### src/rtl/dac_mix_pkg.sv
// Shared definitions for the DAC mix scheduler: sequencer states, volume
// unity value, configuration word layout and output sample width.
package dac_mix_pkg;

  typedef enum logic [1:0] {
    IDLE  = 2'd0,
    LATCH = 2'd1,
    ACCUM = 2'd2,
    SAT   = 2'd3
  } state_e;

  // Volume code that corresponds to a gain of 1.0
  localparam int VOL_UNITY = 8;

  // Width of the mixed sample handed to the I2S transmitter
  localparam int OUT_W = 16;

  // Configuration word: volume in the low bits, mute flag just above them
  localparam int CFG_VOL_LSB = 0;

  function automatic int cfg_mute_pos(input int vol_w);
    return vol_w;
  endfunction

endpackage

### src/rtl/dac_mix_sat.sv
// Combinational rescale of the accumulator into the 16-bit output range,
// followed by saturation. Reports when the clamp engages.
module dac_mix_sat
  import dac_mix_pkg::*;
#(
  parameter int SRC_W = 12,
  parameter int ACC_W = 19
) (
  input  logic signed [ACC_W-1:0] acc,
  output logic signed [OUT_W-1:0] sample,
  output logic                    clip
);

  localparam int SH_W = ACC_W + OUT_W;
  localparam logic signed [SH_W-1:0] MAX_V = SH_W'(32767);
  localparam logic signed [SH_W-1:0] MIN_V = SH_W'(-32768);

  logic signed [SH_W-1:0] scaled;

  // Returns {clip, sample}; clamps to the signed 16-bit range
  function automatic logic [OUT_W:0] sat16(input logic signed [SH_W-1:0] v);
    if (v > MAX_V) begin
      return {1'b1, 16'h7FFF};
    end else if (v < MIN_V) begin
      return {1'b1, 16'h8000};
    end else begin
      return {1'b0, v[OUT_W-1:0]};
    end
  endfunction

  // Align the source MSB to bit 15, divide by the unity gain (floor), then clamp
  always_comb begin
    scaled          = (SH_W'(acc) <<< (OUT_W - SRC_W)) >>> 3;
    {clip, sample}  = sat16(scaled);
  end

endmodule

### src/rtl/dac_mix_scheduler.sv
// Mixes NUM_SRC signed sources into one 16-bit DAC sample per I2S frame
// request, sharing a single multiplier across sources over NUM_SRC cycles.
module dac_mix_scheduler
  import dac_mix_pkg::*;
#(
  parameter int NUM_SRC = 4,
  parameter int SRC_W   = 12,
  parameter int VOL_W   = 4
) (
  input  logic                     CLK_DAC,
  input  logic                     RESET,
  input  logic [NUM_SRC*SRC_W-1:0] SRC_SIGNAL,
  input  logic                     REQ,
  input  logic                     CFG_WE,
  input  logic [2:0]               CFG_ADDR,
  input  logic [VOL_W:0]           CFG_DATA,
  input  logic                     CLR_STATUS,
  output logic [15:0]              SAMPLE_OUT,
  output logic                     BUSY,
  output logic                     CLIP,
  output logic                     REQ_MISS
);

  localparam int IDX_W    = $clog2(NUM_SRC);
  localparam int PROD_W   = SRC_W + VOL_W + 1;
  localparam int ACC_W    = PROD_W + IDX_W;
  localparam int MUTE_POS = cfg_mute_pos(VOL_W);
  localparam logic [IDX_W-1:0] LAST_IDX = IDX_W'(NUM_SRC - 1);

  state_e                  state;
  logic [IDX_W-1:0]        idx;

  logic [VOL_W-1:0]        vol_r  [NUM_SRC];
  logic [NUM_SRC-1:0]      mute_r;

  logic signed [SRC_W-1:0] src_p0 [NUM_SRC];
  logic [VOL_W-1:0]        vol_p0 [NUM_SRC];
  logic [NUM_SRC-1:0]      mute_p0;

  logic signed [PROD_W-1:0] prod;
  logic signed [ACC_W-1:0]  acc_p1;

  logic signed [OUT_W-1:0] sat_sample;
  logic                    sat_clip;

  logic cfg_hit;
  logic req_miss_set;
  logic clip_set;

  assign BUSY         = (state != IDLE);
  assign cfg_hit      = CFG_WE && (32'(CFG_ADDR) < NUM_SRC);
  assign req_miss_set = REQ && BUSY;
  assign clip_set     = (state == SAT) && sat_clip;
  assign prod         = PROD_W'(src_p0[idx]) * PROD_W'($signed({1'b0, vol_p0[idx]}));

  // Frame sequencer: IDLE -> LATCH -> ACCUM x NUM_SRC -> SAT -> IDLE
  always_ff @(posedge CLK_DAC) begin
    if (RESET) begin
      state <= IDLE;
      idx   <= '0;
    end else begin
      case (state)
        IDLE:  if (REQ) state <= LATCH;
        LATCH: begin
          idx   <= '0;
          state <= ACCUM;
        end
        ACCUM: begin
          if (idx == LAST_IDX) state <= SAT;
          else                 idx   <= idx + IDX_W'(1);
        end
        SAT:     state <= IDLE;
        default: state <= IDLE;
      endcase
    end
  end

  // ---- stage p0: frame snapshot of sources and gains; stage p1: accumulate ----
  always_ff @(posedge CLK_DAC) begin
    if (state == LATCH) begin
      for (int i = 0; i < NUM_SRC; i++) begin
        src_p0[i] <= $signed(SRC_SIGNAL[i*SRC_W +: SRC_W]);
      end
      vol_p0  <= vol_r;
      mute_p0 <= mute_r;
      acc_p1  <= '0;
    end else if (state == ACCUM) begin
      acc_p1 <= acc_p1 + (mute_p0[idx] ? ACC_W'(0) : ACC_W'(prod));
    end
  end

  // Per-source volume/mute registers; out-of-range addresses are dropped
  always_ff @(posedge CLK_DAC) begin
    if (RESET) begin
      for (int i = 0; i < NUM_SRC; i++) begin
        vol_r[i] <= VOL_W'(VOL_UNITY);
      end
      mute_r <= '0;
    end else if (cfg_hit) begin
      vol_r[CFG_ADDR[IDX_W-1:0]]  <= CFG_DATA[CFG_VOL_LSB +: VOL_W];
      mute_r[CFG_ADDR[IDX_W-1:0]] <= CFG_DATA[MUTE_POS];
    end
  end

  // ---- stage p2: saturated result held until the next frame completes ----
  always_ff @(posedge CLK_DAC) begin
    if (RESET) begin
      SAMPLE_OUT <= '0;
    end else if (state == SAT) begin
      SAMPLE_OUT <= sat_sample;
    end
  end

  // Sticky status flags; a set event beats a simultaneous clear
  always_ff @(posedge CLK_DAC) begin
    if (RESET) begin
      CLIP     <= 1'b0;
      REQ_MISS <= 1'b0;
    end else begin
      if (clip_set)        CLIP <= 1'b1;
      else if (CLR_STATUS) CLIP <= 1'b0;
      if (req_miss_set)    REQ_MISS <= 1'b1;
      else if (CLR_STATUS) REQ_MISS <= 1'b0;
    end
  end

  dac_mix_sat #(
    .SRC_W (SRC_W),
    .ACC_W (ACC_W)
  ) u_sat (
    .acc    (acc_p1),
    .sample (sat_sample),
    .clip   (sat_clip)
  );

endmodule

### config.mk
export PLATFORM = sky130hd
export DESIGN_NAME = dac_mix_scheduler
export DESIGN_NICKNAME = d
export VERILOG_FILES = /design/src/rtl/dac_mix_pkg.sv /design/src/rtl/dac_mix_sat.sv /design/src/rtl/dac_mix_scheduler.sv
export SDC_FILE = /design/constraint.sdc
export NUM_CORES = 1
export LEC_CHECK = 0
export ABC_AREA = 1
export CORE_UTILIZATION = 54
export CTS_BUF_LIST = sky130_fd_sc_hd__clkbuf_8
export CTS_CLUSTER_DIAMETER = 50
export DETAILED_ROUTE_END_ITERATION = 6
export PLACE_DENSITY = 0.76
export SYNTH_ARGS = -nofsm -noshare
export SYNTH_HDL_FRONTEND = slang
export SYNTH_SLANG_ARGS = --single-unit
### constraint.sdc
create_clock -name CLK_DAC -period 7.14 [get_ports CLK_DAC]
set_input_delay 1.428 -clock CLK_DAC [delete_from_list [all_inputs] [get_ports CLK_DAC]]
set_output_delay 1.428 -clock CLK_DAC [all_outputs]
set_load 0.005 [all_outputs]
==> impl_metrics.prom <==
# TYPE chip_impl_metric gauge
chip_impl_info{name="master_of_the_slowest_instance_on_the_critical_path",value="sky130_fd_sc_hd__dfxtp_1"} 1
chip_impl_metric{name="track_usage",unit="%"} 24.1
chip_impl_metric{name="post_dp_cell_area",unit="mm2"} 0.00882
chip_impl_metric{name="cts_resized",unit=""} 0
chip_impl_metric{name="avgSynthCellArea",unit="um2"} 8.26
chip_impl_info{name="setup.worst_path.end_class",value="flip-flop"} 1
chip_impl_metric{name="finalCritPeriodShare",unit="%"} 85.7
chip_impl_metric{name="slew_viol_final",unit=""} 0
chip_impl_metric{name="final_hold_viol_count",unit=""} 0
chip_impl_metric{name="cts_buffer_depth",unit=""} 2
chip_impl_metric{name="portBuffers",unit=""} 79
chip_impl_metric{name="worst_clock_skew",unit="ns"} 0.00810
chip_impl_metric{name="finalInstanceArea",unit="mm2"} 0.00921
chip_impl_metric{name="grt_pass1_vias",unit=""} 6379
chip_impl_metric{name="cp.arrival",unit="ns"} 6.47
chip_impl_metric{name="diodes",unit=""} 0
chip_impl_info{name="synth_top_cell_by_area",value="sky130_fd_sc_hd__edfxtp_1"} 1
chip_impl_metric{name="cts-buffers-inserted",unit=""} 17
chip_impl_metric{name="maxSlewHeadroom",unit="%"} 32.7
chip_impl_metric{name="gpl.final_weighted_congestion",unit=""} 0.991
chip_impl_metric{name="sum_of_routed_wire_length_over_all_layers",unit="um"} 16300
chip_impl_info{name="mostFrequentLayoutCells",value="185 x sky130_fd_sc_hd__nand2_1, 142 x sky130_fd_sc_hd__nor2_1, 141 x sky130_fd_sc_hd__inv_1"} 1
chip_impl_metric{name="post_drt_wl_per_cell",unit="um"} 13.4
chip_impl_metric{name="ys_seq_elements",unit=""} 131
chip_impl_metric{name="final.setup.worst_slack",unit="ns"} 1.02
chip_impl_metric{name="critical_path_depth",unit=""} 33
chip_impl_metric{name="nFillCells",unit=""} 1186
chip_impl_metric{name="drt_iter0_markers",unit=""} 348
chip_impl_metric{name="clock_sink_count",unit=""} 131
chip_impl_metric{name="dp_worst_setup_slack",unit="ns"} 1.09
chip_impl_metric{name="die_height",unit="um"} 123
chip_impl_metric{name="cp_slowest_stage_delay",unit="ns"} 0.92
chip_impl_metric{name="mappedNetlistNets",unit=""} 1098
chip_impl_metric{name="worstMarginPinSlew",unit="ns"} 1.01
chip_impl_metric{name="post-cts-setup-buffer-count",unit=""} 0
chip_impl_metric{name="cts_htree_levels",unit=""} 4
chip_impl_info{name="layout.cells.most_common",value="sky130_fd_sc_hd__nand2_1"} 1
chip_impl_metric{name="clock_pin_slew_worst_setup_and_hold_paths",unit="ns"} 0.08
chip_impl_metric{name="drtAntennaViolNets",unit=""} 0
chip_impl_metric{name="grt_pass1_wl",unit="um"} 28400
chip_impl_metric{name="area_growth",unit="%"} 16.6
chip_impl_metric{name="clkLatencyLatePin",unit="ns"} 0.45
chip_impl_metric{name="worst-r2r-cell-count",unit=""} 33
chip_impl_info{name="holdCritStartpoint",value="vol_r[1]"} 1
chip_impl_metric{name="finalCoreUtilization",unit="%"} 65.3
chip_impl_metric{name="drive_above_1_share",unit="%"} 6.14
chip_impl_metric{name="fmax",unit="MHz"} 163
chip_impl_metric{name="synth_top_area_share",unit="%"} 25.9
chip_impl_metric{name="synth-edff-count",unit=""} 68
chip_impl_metric{name="syn-instance-count",unit=""} 956
chip_impl_metric{name="setup_tns",unit="ns"} 0
chip_impl_info{name="unrepaired_setup_endpoints_after_global_routing",value="no"} 1
chip_impl_metric{name="dp_hpwl",unit="um"} 12400
chip_impl_metric{name="final_period_minus_worst_setup_slack",unit="ns"} 6.12
chip_impl_info{name="synth_top_flop_cell",value="sky130_fd_sc_hd__edfxtp_1"} 1
chip_impl_metric{name="boundaryPins",unit=""} 80
chip_impl_metric{name="hold_depth",unit=""} 0
chip_impl_metric{name="nNetsFinal",unit=""} 1172
chip_impl_metric{name="finalSetupViolCount",unit=""} 0
chip_impl_info{name="run_status",value="finished, final reports clean"} 1
chip_impl_metric{name="grt_max_degree",unit=""} 82
chip_impl_metric{name="sequential_area_share_after_synthesis",unit="%"} 41.8
chip_impl_metric{name="core_area",unit="mm2"} 0.0141
chip_impl_metric{name="asyncSetResetFlopFracSynth",unit="%"} 0
chip_impl_metric{name="cp_max_fo",unit=""} 25
chip_impl_info{name="hold_removal_path_class",value="reg2reg"} 1
chip_impl_metric{name="critical_path.n_buffers_inverters",unit=""} 6
chip_impl_info{name="critical_path.startpoint_type",value="flip-flop"} 1
chip_impl_metric{name="drt_pre_antenna_iters",unit=""} 6
chip_impl_metric{name="die_w",unit="um"} 123
chip_impl_metric{name="detail_route.drc_violations",unit=""} 0
chip_impl_info{name="synth.top_cells.by_area",value="sky130_fd_sc_hd__edfxtp_1 26%, sky130_fd_sc_hd__dfxtp_1 16%, sky130_fd_sc_hd__nand2_1 8.8%, sky130_fd_sc_hd__ha_1 8.7%, sky130_fd_sc_hd__nor2_1 6.8%"} 1
chip_impl_metric{name="grt-ovfl-total",unit=""} 0
chip_impl_metric{name="maxCapViolations",unit=""} 0
chip_impl_info{name="critPathTopFamily",value="adder cells"} 1
chip_impl_info{name="criticalPathCategory",value="reg2reg"} 1
chip_impl_info{name="cts_tree",value="built"} 1
chip_impl_metric{name="start_util",unit="%"} 56.0
chip_impl_metric{name="synth.yosys.warnings",unit=""} 0
chip_impl_metric{name="grt_antenna_before_repair",unit=""} 0
chip_impl_metric{name="critical_path_rt",unit="ns"} 7.49
chip_impl_metric{name="die_area",unit="mm2"} 0.0151
chip_impl_metric{name="num_rows",unit=""} 43
chip_impl_info{name="path_common_cell",value="sky130_fd_sc_hd__nand2_1"} 1
chip_impl_metric{name="via_per_inst",unit=""} 5.20
chip_impl_metric{name="postCtsHoldBufs",unit=""} 0
chip_impl_metric{name="synthesis.area",unit="mm2"} 0.00790
chip_impl_info{name="cts_root_buffer",value="sky130_fd_sc_hd__clkbuf_8"} 1
chip_impl_metric{name="library_cells_used_by_synthesis",unit=""} 43
chip_impl_metric{name="vias",unit=""} 6361
per-layer routing:
metal | vias to the layer above | global-route usage (%) | routed length [um]
met2 | 140 | 40.5 | 7930
met3 | 29 | 4.75 | 634
li1 | 3259 | - | -
met1 | 2933 | 30.5 | 7420
met5 | - | 0 | 0
met4 | 0 | 9.76 | 336
per-stage QoR:
step / std cells / hold slack, ns
finish: 1223 / 0.427
global route: 1223 / 0.440
CTS: 1223 / 0.425
detailed placement: 1191 / 0.410
global placement: 1191 / 0.408
floorplan: 956 / 0.403
cells by family (layout without fill, tap and decap cells):
kind of cell	count (synthesis)	after routing	synth area share, %
simple gates	396	396	20.9
compound gates	163	163	11.8
fa+ha+maj	81	81	15.3
flops	131	131	41.8
buf+inv	170	257	8.43
xor+xnor	15	15	1.66
cell type report:
type | instances | area [um2] | share of cell area (%)
Timing Repair Buffer | 81 | 806 | 8.75
Tap cell | 180 | 225 | 2.45
Clock inverter | 14 | 143 | 1.55
Clock buffer | 18 | 248 | 2.69
Multi-Input combinational cell | 655 | 3940 | 42.8
Sequential cell | 131 | 3300 | 35.9
Inverter | 144 | 543 | 5.90
path summary, 6_finish.rpt:
kind / endpoint / slack [ns]
max: acc_p1[18] / 1.02
min: vol_p0[1] / 0.43
max reg2reg: acc_p1[18] / 1.02
min reg2reg: vol_p0[1] / 0.43
state kept, by name, indices dropped and copies added, names as in the netlist, 4 cells and up, named ones only:
| name | flops |
|---|---|
| mute_r | 4 |
| mute_p0 | 4 |
| SAMPLE_OUT | 16 |
| vol_r | 16 |
| acc_p1 | 19 |
| src_p0 | 48 |
| vol_p0 | 16 |
cells in the mapped netlist (11+ instances only):
library cell / count
sky130_fd_sc_hd__nor2_1: 142
sky130_fd_sc_hd__o21ai_0: 55
sky130_fd_sc_hd__nand2_2: 14
sky130_fd_sc_hd__nand3_1: 29
sky130_fd_sc_hd__dfxtp_1: 63
sky130_fd_sc_hd__xor2_1: 11
sky130_fd_sc_hd__nand2_1: 185
sky130_fd_sc_hd__inv_1: 141
sky130_fd_sc_hd__edfxtp_1: 68
sky130_fd_sc_hd__ha_1: 55
sky130_fd_sc_hd__a21oi_1: 68
sky130_fd_sc_hd__fa_1: 26
sky130_fd_sc_hd__clkbuf_1: 20
Power is not shown: default switching activity piles up to over one toggle a cycle in this logic, so the estimate is an artifact.
==> patch 1, RTL diff (config.mk and constraints unchanged) <==
Re-encode `state_e` (4 states) as one-hot, 4 bits wide.
--- a/src/rtl/dac_mix_pkg.sv
+++ b/src/rtl/dac_mix_pkg.sv
@@ -2,11 +2,11 @@
 // unity value, configuration word layout and output sample width.
 package dac_mix_pkg;
 
-  typedef enum logic [1:0] {
-    IDLE  = 2'd0,
-    LATCH = 2'd1,
-    ACCUM = 2'd2,
-    SAT   = 2'd3
+  typedef enum logic [3:0] {
+    IDLE  = 4'b0001,
+    LATCH = 4'b0010,
+    ACCUM = 4'b0100,
+    SAT   = 4'b1000
   } state_e;
 
   // Volume code that corresponds to a gain of 1.0
Function: same outputs for any inputs over 4 cycles, from zero or initial values and one cycle with RESET high; so few cycles prove little.
==> patch 1 against the unedited design <==
- final area decreased by 0.26%
- synthesized area is essentially flat
- setup slack better by 120 ps
- wire length rose by 1.4%
- sequential cell count is 2 higher
- critical path depth did not move
- largest cell class unchanged
Power is left out: it rests on default switching activity, and per cell area and clock period it moved more than threefold.
==> patch 1: results (changes against the unedited design) <==
Route
  – Routed wl met3: 787 µm (was 634 µm)
  – Detailed Routing Iterations Pass 1: 5 (was 6)
  – Wire length on met2: 8139 µm (was 7933 µm)
  – M1 WL: 7360 µm (was 7424 µm)
  – Vias: 6420 (was 6361)
  – Via/cell ratio: 5.224 (was 5.201)
  – Detailed Route Iter0 Violations: 428 (was 348)
  – Detailed Route WL: 16560 µm (was 16330 µm)

Logic synthesis
  – Yosys warns: 0 (unchanged)
  – Post-synthesis adder-cell area fraction: 14.66% (was 15.31%)
  – Mux cell area share after synthesis: 0% (unchanged)
  – Mapped Nets: 1101 (was 1098)
  – Xor and xnor area share after synthesis: 1.662% (was 1.664%)
  – Most frequent cells after synthesis: nand2_1, nor2_1, inv_1 (unchanged)
  – Top post-synthesis cells by area: edfxtp_1, dfxtp_1, nand2_1, ha_1, nor2_1 (unchanged)
  – Sequential area share after synthesis: 42.31% (was 41.84%)
  – Complex-gate fraction of the synthesized area: 11.75% (was 11.82%)
  – Distinct cells, synth: 42 (was 43)
  – Cell count after synthesis: 963 (was 956)

Placement
  – Pre-CTS setup slack: 1203 ps (was 1087 ps)
  – Placed Area: 8808 µm² (was 8816 µm²)
  – Routability cong.: 0.8731 (was 0.9909)
  – HPWL Detailed: 12570 µm (was 12430 µm)

STA
  – Rel. slew slack: 33.40% (was 32.70%)
  – Setup-failing EPs final: 0 (unchanged)
  – Layout Skew: 15.03 ps (was 8.101 ps)

Outcome
  – Status: complete, no violations (unchanged)

GRT
  – Met3 Usage GRT: 5.304% (was 4.751%)
  – Met2 Resource Use GR: 41.15% (was 40.48%)
  – Tot GR Track Use: 24.68% (was 24.13%)
  – First-pass GRT wire length: 28820 µm (was 28390 µm)
  – Largest net degree at the start of global routing: 83 (was 82)
  – Vias in the first global route: 6217 (was 6379)
  – M1 GR Usage: 31.74% (was 30.55%)

Finish
  – Fill count: 1202 (was 1186)
  – # nets final: 1174 (was 1172)
  – Core Util, Final: 65.14% (was 65.31%)
  – Share of cells above drive strength 1: 5.243% (was 6.136%)

Critical path
  – Arrival time worst endpoint: 6350 ps (was 6470 ps)
  – CP max stage delay: 880 ps (was 920 ps)
  – Worst path top cell family by delay: adder cells (unchanged)

Clock network
  – Clock-pin slew on the worst setup and hold paths: 80 ps (about the same)

Hold path
  – Hold WC Path Type: reg2reg (unchanged)
==> patch 1: cell types whose count changed in the layout (fill, tap and decap cells not counted), moves of 2 or more <==
cell,delta
o21ai_0,-3
nor3_1,+2
nand2_1,+6
inv_1,+3
nand2_2,-5
dfxtp_1,+2
ha_1,-3
o21ai_1,+2
nand3_1,+5
or2_1,-2
inv_6,-3
a21oi_1,+2
==> patch 1: final timing paths <==
check,start,end,slack (ps),cells past startpoint
min,vol_r[10]$_SDFFE_PP0P_,vol_p0[10]$_DFFE_PP_,430,0
max reg2reg,register,acc_p1[18]$_SDFFE_PP0N_,1140,33
min reg2reg,vol_r[10]$_SDFFE_PP0P_,vol_p0[10]$_DFFE_PP_,430,0
max,register,acc_p1[18]$_SDFFE_PP0N_,1140,33
==> patch 1: cell type report <==
class	instances	share of cell area (%)
well taps	180	2.453
clock inverters	14	1.376
inverters	146	5.995
repair buffers	80	8.693
flip-flops and latches	133	36.41
multi-input cells	658	42.38
clock buffers	18	2.698
==> patch 2, RTL diff (same settings) <==
Without the edit above. Set the parameter `VOL_W` to 6 (it was 4).
--- a/src/rtl/dac_mix_scheduler.sv
+++ b/src/rtl/dac_mix_scheduler.sv
@@ -5,7 +5,7 @@
 #(
   parameter int NUM_SRC = 4,
   parameter int SRC_W   = 12,
-  parameter int VOL_W   = 4
+  parameter int VOL_W   = 6
 ) (
   input  logic                     CLK_DAC,
   input  logic                     RESET,
Interface: changed (resized CFG_DATA); port bits go from 80 to 82. No check against the original RTL was run, so the function may have changed too.
==> patch 2 against the unedited design <==
- sequential cell count rose by 18
- clock skew up 7.7 ps
- wire length rose by 32%
- synthesized area increased by 20%
- setup slack got worse by 400 ps
- sequential share of layout area is 1.3 points lower
- final area increased by 18%
- cell count up 17%
- critical path depth rose by 3
- first-iteration DRC count grew 81%
Power is not shown: default switching activity piles up to over one toggle a cycle in this logic, so the estimate is an artifact.
==> patch 2: results (changes against the unedited design) <==
GRT
  – Tot GR Track Use: 25.41% (was 24.13%)
  – Largest net degree at the start of global routing: 78 (was 82)
  – First-pass GRT wire length: 35780 µm (was 28390 µm)
  – Vias in the first global route: 7464 (was 6379)
  – M1 GR Usage: 32.23% (was 30.55%)
  – Met3 Usage GRT: 4.611% (was 4.751%)

Logic synthesis
  – Sequential area share after synthesis: 39.63% (was 41.84%)
  – Xor and xnor area share after synthesis: 1.205% (was 1.664%)
  – Post-synthesis adder-cell area fraction: 19.36% (was 15.31%)
  – Mapped Nets: 1302 (was 1098)
  – Complex-gate fraction of the synthesized area: 13.31% (was 11.82%)
  – Post-synth top area share: 24.16% (was 25.86%)
  – Post-synth EDFFs: 76 (was 68)
  – Yosys warns: 0 (unchanged)
  – Most frequent cells after synthesis: nand2_1, inv_1, nor2_1 (was nand2_1, nor2_1, inv_1)

Route
  – Via/cell ratio: 5.330 (was 5.201)
  – Detailed Route Iter0 Violations: 631 (was 348)
  – Detailed Routing Iterations Pass 1: 5 (was 6)
  – Routed wl met3: 1089 µm (was 634 µm)
  – Wire length on met2: 10500 µm (was 7933 µm)
  – M1 WL: 9624 µm (was 7424 µm)

Finish
  – Largest regs: src_p0 (48), vol_p0 (24), vol_r (24) (was src_p0 (48), acc_p1 (19))
  – # nets final: 1378 (was 1172)

Placement
  – HPWL Detailed: 16510 µm (was 12430 µm)
  – Placed Area: 10430 µm² (was 8816 µm²)
  – Count of input and output buffers: 81 (was 79)
  – Routability cong.: 0.9795 (was 0.9909)

Critical path
  – R2R depth: 36 (was 33)
  – FF-to-FF setup slack: 630 ps (was 1020 ps)
  – CP max FO: 16 (was 25)
  – Worst R2R End: acc_p1[20]$_SDFFE_PP0P_ (was acc_p1[18]$_SDFFE_PP0P_)
  – CP max stage delay: 530 ps (was 920 ps)
  – Arrival time worst endpoint: 6890 ps (was 6470 ps)

Outcome
  – Status: complete, no violations (unchanged)

STA
  – Layout Skew: 15.77 ps (was 8.101 ps)
  – Slew @ Worst Pin: 1052 ps (was 1010 ps)
==> patch 2: changes by cell type after synthesis, moves of 10 or more <==
cell	before	now
nand2_2	14	0
dfxtp_1	63	73
a21oi_1	68	86
nor2_1	142	169
fa_1	26	52
inv_1	141	175
o21ai_0	55	83
==> patch 2: how the worst min path moves through the flow <==
| stage | start | endpoint | slack [ps] |
|---|---|---|---|
| 2_1_floorplan | mute_r[0]$_SDFFE_PP0P_ | mute_p0[0]$_DFFE_PP_ | 400 |
| 3_3_place_gp | vol_r[18]$_SDFFE_PP0P_ | vol_p0[18]$_DFFE_PP_ | 410 |
| 3_5_place_dp | vol_r[13]$_SDFFE_PP0P_ | vol_p0[13]$_DFFE_PP_ | 410 |
| 4_1_cts | vol_r[17]$_SDFFE_PP0P_ | vol_p0[17]$_DFFE_PP_ | 430 |
| 5_1_grt | vol_r[6]$_SDFFE_PP0P_ | vol_p0[6]$_DFFE_PP_ | 440 |
| 6_report | vol_r[7]$_SDFFE_PP0P_ | vol_p0[7]$_DFFE_PP_ | 430 |
==> patch 2: logic make-up after synthesis <==
family	Yosys count
AOI/OAI and AO/OA	222
xor gates and xnor gates	13
and+or+nand+nor	414
adders and majority gates	115
buffers and inverters	211
DFF	149
==> patch 2: per-stage QoR <==
stage	setup WS (ps)	instances	util [%]
global route	3.222	1433	64.48
CTS	312.5	1428	64.18
global placement	382.0	1396	62.01
finish	626.1	1433	64.48
floorplan	1041	1124	-
detailed placement	332.4	1396	62.01
==> patch 2: layout make-up <==
cell class | instances | area [µm²]
clock inverters | 15 | 131.4
inverters | 180 | 681.9
well taps | 220 | 275.3
repair inverters | 1 | 7.507
multi-input cells | 764 | 4908
clock buffers | 17 | 234.0
flip-flops and latches | 149 | 3746
repair buffers | 87 | 859.6
fillers | 1442 | 5974
